## config.mk

```make
export PLATFORM = sky130hd
export DESIGN_NAME = ram_param
export DESIGN_NICKNAME = d
export VERILOG_FILES = /design/src/rtl/ram_param_pkg.sv /design/src/rtl/ram_param.sv
export SDC_FILE = /design/constraint.sdc
export NUM_CORES = 1
export LEC_CHECK = 0
export ABC_AREA = 0
export BUFFER_PORTS_ARGS = -buffer_cell sky130_fd_sc_hd__buf_2
export CORE_ASPECT_RATIO = 0.7
export CORE_MARGIN = 3
export CORE_UTILIZATION = 45
export CTS_CLUSTER_DIAMETER = 200
export CTS_CLUSTER_SIZE = 8
export DETAILED_ROUTE_END_ITERATION = 8
export GPL_ROUTABILITY_DRIVEN = 0
export MAX_ROUTING_LAYER = met4
export PLACE_DENSITY = 0.73
export SLEW_MARGIN = 20
export SYNTH_ARGS = -nofsm -noshare
export SYNTH_HDL_FRONTEND = slang
export SYNTH_SLANG_ARGS = --single-unit
```

## constraint.sdc

```tcl
create_clock -name clk_i -period 3.2 [get_ports clk_i]
set_input_delay 0.32 -clock clk_i [delete_from_list [all_inputs] [get_ports clk_i]]
set_output_delay 0.32 -clock clk_i [all_outputs]
set_load 0.02 [all_outputs]
```

## src/rtl/ram_param_pkg.sv

```systemverilog
// Shared constants for the parametrised single-port RAM.
//   ST_IDLE / ST_SWEEP : encoding of the one-bit controller state
//   RW_READ / RW_WRITE : encoding of the r_w_i access direction input
package ram_param_pkg;

  localparam logic ST_IDLE  = 1'b0;
  localparam logic ST_SWEEP = 1'b1;

  localparam logic RW_READ  = 1'b0;
  localparam logic RW_WRITE = 1'b1;

endpackage

```

## src/rtl/ram_param.sv

```systemverilog
// Parametrised single-port synchronous RAM with registered read and a
// hardware sweep engine. The sweep clears every word on reset, or fills every
// word with ones on a preset request.
//
// Ports:
//   clk_i     clock, all state changes on posedge
//   clear_i   synchronous active-high reset; starts a zero sweep
//   en_i      access enable, ignored while busy
//   r_w_i     1 = write, 0 = read
//   addr_i    word address
//   in_i      write data
//   preset_i  request an all-ones sweep, sampled only when idle
//   out_o     registered read data, holds the last read value
//   valid_o   one-cycle pulse: out_o was updated by a read on the last edge
//   busy_o    sweep in progress
module ram_param
  import ram_param_pkg::*;
#(
  parameter int unsigned  WIDTH = 4,
  parameter int unsigned  DEPTH = 16,
  localparam int unsigned AW    = $clog2(DEPTH)
) (
  input  logic             clk_i,
  input  logic             clear_i,
  input  logic             en_i,
  input  logic             r_w_i,
  input  logic [AW-1:0]    addr_i,
  input  logic [WIDTH-1:0] in_i,
  input  logic             preset_i,
  output logic [WIDTH-1:0] out_o,
  output logic             valid_o,
  output logic             busy_o
);

  logic [WIDTH-1:0] mem [0:DEPTH-1];

  logic             state_q, state_d;
  logic [AW-1:0]    ptr_q, ptr_d;
  logic             fill_q, fill_d;
  logic             valid_q, valid_d;
  logic [WIDTH-1:0] out_q;

  logic             mem_we;
  logic [AW-1:0]    mem_waddr;
  logic [WIDTH-1:0] mem_wdata;
  logic             rd_en;

  // Next-state and memory port control; clear_i is applied in the registers
  // and additionally blocks every memory write and read on its edge.
  always_comb begin
    state_d   = state_q;
    ptr_d     = ptr_q;
    fill_d    = fill_q;
    valid_d   = 1'b0;
    mem_we    = 1'b0;
    mem_waddr = ptr_q;
    mem_wdata = {WIDTH{fill_q}};
    rd_en     = 1'b0;

    if (state_q == ST_SWEEP) begin
      mem_we = ~clear_i;
      ptr_d  = ptr_q + 1'b1;  // wraps to 0 after the last word
      if (ptr_q == AW'(DEPTH - 1)) begin
        state_d = ST_IDLE;
      end
    end else if (preset_i) begin
      // Preset wins over any access presented on the same edge.
      state_d = ST_SWEEP;
      ptr_d   = '0;
      fill_d  = 1'b1;
    end else if (en_i) begin
      if (r_w_i == RW_WRITE) begin
        mem_we    = ~clear_i;
        mem_waddr = addr_i;
        mem_wdata = in_i;
      end else if (r_w_i == RW_READ) begin
        rd_en   = ~clear_i;
        valid_d = 1'b1;
      end
    end
  end

  always_ff @(posedge clk_i) begin
    if (clear_i) begin
      state_q <= ST_SWEEP;
      ptr_q   <= '0;
      fill_q  <= 1'b0;
      valid_q <= 1'b0;
    end else begin
      state_q <= state_d;
      ptr_q   <= ptr_d;
      fill_q  <= fill_d;
      valid_q <= valid_d;
    end
  end

  always_ff @(posedge clk_i) begin
    if (clear_i) begin
      out_q <= '0;
    end else if (rd_en) begin
      out_q <= mem[addr_i];
    end
  end

  // Storage has no reset; the sweep defines its contents.
  always_ff @(posedge clk_i) begin
    if (mem_we) begin
      mem[mem_waddr] <= mem_wdata;
    end
  end

  assign out_o   = out_q;
  assign valid_o = valid_q;
  assign busy_o  = (state_q == ST_SWEEP);

endmodule

```

# Word-level counts from Yosys, hierarchy flattened
# Memory sizes are Yosys's and may differ from the RTL's. A register that Yosys moved wholly into a read port is not among the register bits.
# Index checks and enable logic that the tools add are counted.
# op_classes
n_addsub,1
eq_ne,1
n_mux,24
bitwise,3
reduce_logical,3
# ops
operator,n
2-to-1 mux 4 bit,10
2-to-1 mux 1 bit,14
adder 4 x 1 -> 4 bit (second input constant),1
equality test 4 bit (second input constant),1
OR reduction 4 bit,1
NOT 1 bit,3
AND reduction 2 bit,1
nonzero test 2 bit,1
# word_totals
register_bits,7
ram_bits,64
input_bits,13
output_inout_bits,6
word_cells,37
n_memories,1
# memory_table
name,depth,width,rd,rd_ports_with_merged_regs,wr,line,rtl
mem,16,4,1,1,1,ram_param.sv:35,logic [WIDTH-1:0] mem [0:DEPTH-1];

# Logic depth before layout (Yosys ltp)
# logic_depth
ltp_word,7
ltp_mapped,5
mapped_depth_nobuf,4

# Worst setup path after synthesis
# OpenSTA, ideal clock, no wires.
# synth_timing
path_kind,reg2reg
start,reg state_q (netlist: busy_o)
end,mem mem[11][0] (enable)
setup_time_ps,372
t_arrival_ps,1598
required_time_ps,2828
path_slack_ps,1231
stages_incl_launch_ff,5
n_path_buf,1
synth_period_minus_slack_ps,1969
path_cell_list,dfxtp_1 nor4bb_1 buf_4 mux2_4 a211oi_1
# synth_via
elab_chain_len,3
elab_cells_between_ends,4
classes_between,mux (4)
# synth_rtl
element,line,rtl
"start, declared",ram_param.sv:37,"logic state_q, state_d;"
"start signal, assigned",ram_param.sv:90,state_q <= state_d;
2-to-1 mux 1 bit,ram_param.sv:60,if (state_q == ST_SWEEP) begin
2-to-1 mux 1 bit,ram_param.sv:107,if (mem_we) begin
2-to-1 mux 1 bit (not written as such),ram_param.sv:108,mem[mem_waddr] <= mem_wdata;
"end, declared",ram_param.sv:35,
# Several ways; a longest one is shown, not always the timed one.

# Worst setup path in the final report
# layout_timing
start,reg state_q (netlist: busy_o)
end,mem mem[15][0] (enable)
# Same word-level chain as after synthesis.

==> metrics.md <==
| Metric | Value |
|---|---|
| Largest net degree at the start of global routing | 28 |
| GRT Total Usage | between 15 and 20% |
| Crit-path max cell delay | 710 ps |
| Clock Path Buffers | 2 |
| Met3 usage | under 10% |
| Num CTS Buffers | 9 |
| First-pass GRT wire length | between 10000 and 15000 µm |
| CTS root buffer | clkbuf_8 |
| Slew @ Worst Pin | ~860 ps |
| Hold path start | preset_i |
| Ys flop type | edfxtp_1 |
| Pins Over Slew Limit | 0 |
| Share of cells above drive strength 1 | 22.5% |
| Yosys warnings | 0 |
| Synthesized netlist cell count | roughly 200 |
| Vias per cell | 5.71 |
| CP endpoint kind | flip-flop |
| Grt met2 use | 23.5% |
| Async SR Flop Fraction | 0% |
| Synth-to-Final Area Change | 10.1% |
| Setup repair bufs after CTS | 0 |
| Starting Density | between 40% and 50% |
| Commonest non-fill, non-tap cell in the layout | edfxtp_1 |
| Pleak | 1.21 nW |
| CP Launch Point | busy_o$_SDFF_PP1_ |
| CTS tree | built |
| Slew Limit Headroom | 42.2% |
| Die W | 108 µm |
| CP Max Fanout | 18 |
| Commonest cells after routing, fill and taps aside | edfxtp_1, buf_2, nand2_1, mux2i_1, dfxtp_1 |
| Critical Path RT | 3160 ps |
| GRT met1 Usage | 25.5% |
| Final setup vio count | 0 |
| Die area | 8300 µm² |
| Die height | roughly 77 µm |
| Later-pin clock latency in the skew report | roughly 340 ps |
| Period utilisation layout | 76.2% |
| Number of DRC markers in iteration 0 | 207 |
| Initial antenna violation count | 0 |
| Status | finished, final reports clean |
| Peak supply drop | 0.230 mV |
| Top cells by area, synth | edfxtp_1, dfxtp_1, mux4_1 |
| Clock skew | 9.80 ps |
| Post-layout instance area | 3580 µm² |
| # IOs | 19 |
| GRT busiest layer | met1 |
| Port buffer count | 18 |
| Nets | 227 |
| CTS-repair resized insts | 0 |
| Mapped cell area | around 3300 µm² |
| Syn nets | approximately 210 |
| Mapped Avg Cell Area | 16.7 µm² |
| Yosys top cell by area | edfxtp_1 |
| Drt drc | 0 |
| #FFs+latches synth | 75 |
| HPWL after DPL | 4460 µm |
| Hold Buf Count CTS | 0 |
| Fin. Hold Viols | 0 |
| Register area share after synthesis | 65.8% |
| Antenna cells | 0 |
| FF-to-FF Start | busy_o$_SDFF_PP1_ |
| Hold WC Path Type | in -> reg |
| H-tree Lvls | 3 |
| Unrepaired setup endpoints after global routing | false |
| Max_cap viols | 0 |
| Post-synth EDFFs | 64 |
| Crit path max-delay cell type | nor3_1 |
| Crit path cell chain | nor4bb_2 -> buf_4 -> mux2_4 -> nor3_1 |
| First-pass DRT Iterations | 4 |
| Core area | 6880 µm² |
| CP Launch Type | flip-flop |
| Row cnt | 25 |
| Vias | 1781 |
| Routed len/inst | 20.9 µm |
| WP data arrival | 2400 ps |
| Vias in the first global route | 1777 |
| Area share of the largest cell type after synthesis | 59.1% |
| Synth unique cells | 38 |
| Pwr/cell area | 523 nW/µm² |
| Sink Count | 75 |
| Routed Antenna Nets | 0 |
| Final WL | 6530 µm |
| Maximum clock frequency | 410 MHz |
| Area post-placement | 3390 µm² |
| Setup TNS | 0 ps |
| Crit Path Category | reg -> reg |
| Grt ovf | 0 |
| Clock-pin transition on the worst setup and hold timing paths | around 80 ps |
| Min Tclk post-route | about 2400 ps |
-- metal layers --
metal / vias to the layer above / wire, µm
li1: 823 / -
met1: 865 / 2950
met2: 87 / 2840
met3: 6 / 683
met4: 0 / 54
met5: - / 0
-- synthesized netlist by cell type, types with 3 or more instances --
cell	n
edfxtp_1	64
mux2i_1	12
nand2_1	12
dfxtp_1	11
nor3_1	9
a211oi_1	8
mux4_1	8
mux4_2	8
nor2_1	6
nor2b_1	6
a21oi_1	4
buf_4	4
clkbuf_1	4
o21bai_1	4
a221oi_1	3
inv_1	3
-- worst max-delay path: cells and delay by family (launching register included) --
family        cells  cell delay (ps)
mux               1              340
buf+inv           1              220
simple gates      2             1030
flops             1              470
-- kinds of logic after synthesis --
kind of cell	synth area share, %
compound gates	6.88
fa+ha+maj	0.385
buf+inv	3.00
flops	65.8
mux	16.2
simple gates	7.73
-- state kept, by name, summed over array words and instances, names as in the netlist --
| name | cells |
|---|---|
| busy_o | 1 |
| fill_q | 1 |
| mem | 64 |
| out_o | 4 |
| ptr_q | 4 |
| valid_o | 1 |
-- path summary, 6_finish.rpt --
path / endpoint / slack, ps / cells past startpoint
setup / recovery: mem[15][0]$_DFFE_PP_ / 760 / 4
hold / removal: fill_q$_SDFFE_PP0P_ / 350 / 3
setup reg to reg: mem[15][0]$_DFFE_PP_ / 760 / 4
hold reg to reg: fill_q$_SDFFE_PP0P_ / 500 / 2
-- report_power, final --
group          switching (W)  internal [W]  total (W)  leakage [nW]
Sequential        0.00000862       0.00106    0.00107         0.621
Combinational      0.0000542     0.0000418  0.0000960         0.487
Clock               0.000331      0.000378   0.000709        0.0991
-- area by class of cell --
class / instances / area [µm²]
fill: 581 / 3300
sequential: 75 / 2140
multi-input combinational: 105 / 1020
clock buffer: 11 / 141
tap: 94 / 118
timing repair buffer: 19 / 97.6
clock inverter: 5 / 52.6
inverter: 3 / 11.3
-- metrics by stage --
stage / instances / worst slack, ps / power, W / util [%] / hold slack [ps]
after floorplan: 195 / 1230 / 0.00116 / - / 437
after global placement: 296 / 912 / 0.00119 / 49.2 / 460
after detailed placement: 296 / 822 / 0.00119 / 49.2 / 465
after CTS: 312 / 753 / 0.00189 / 52.1 / 313
after global routing: 312 / 631 / 0.00193 / 52.1 / 357
final: 312 / 760 / 0.00187 / 52.1 / 346
Note: power is estimated with default switching activity, not from simulation.
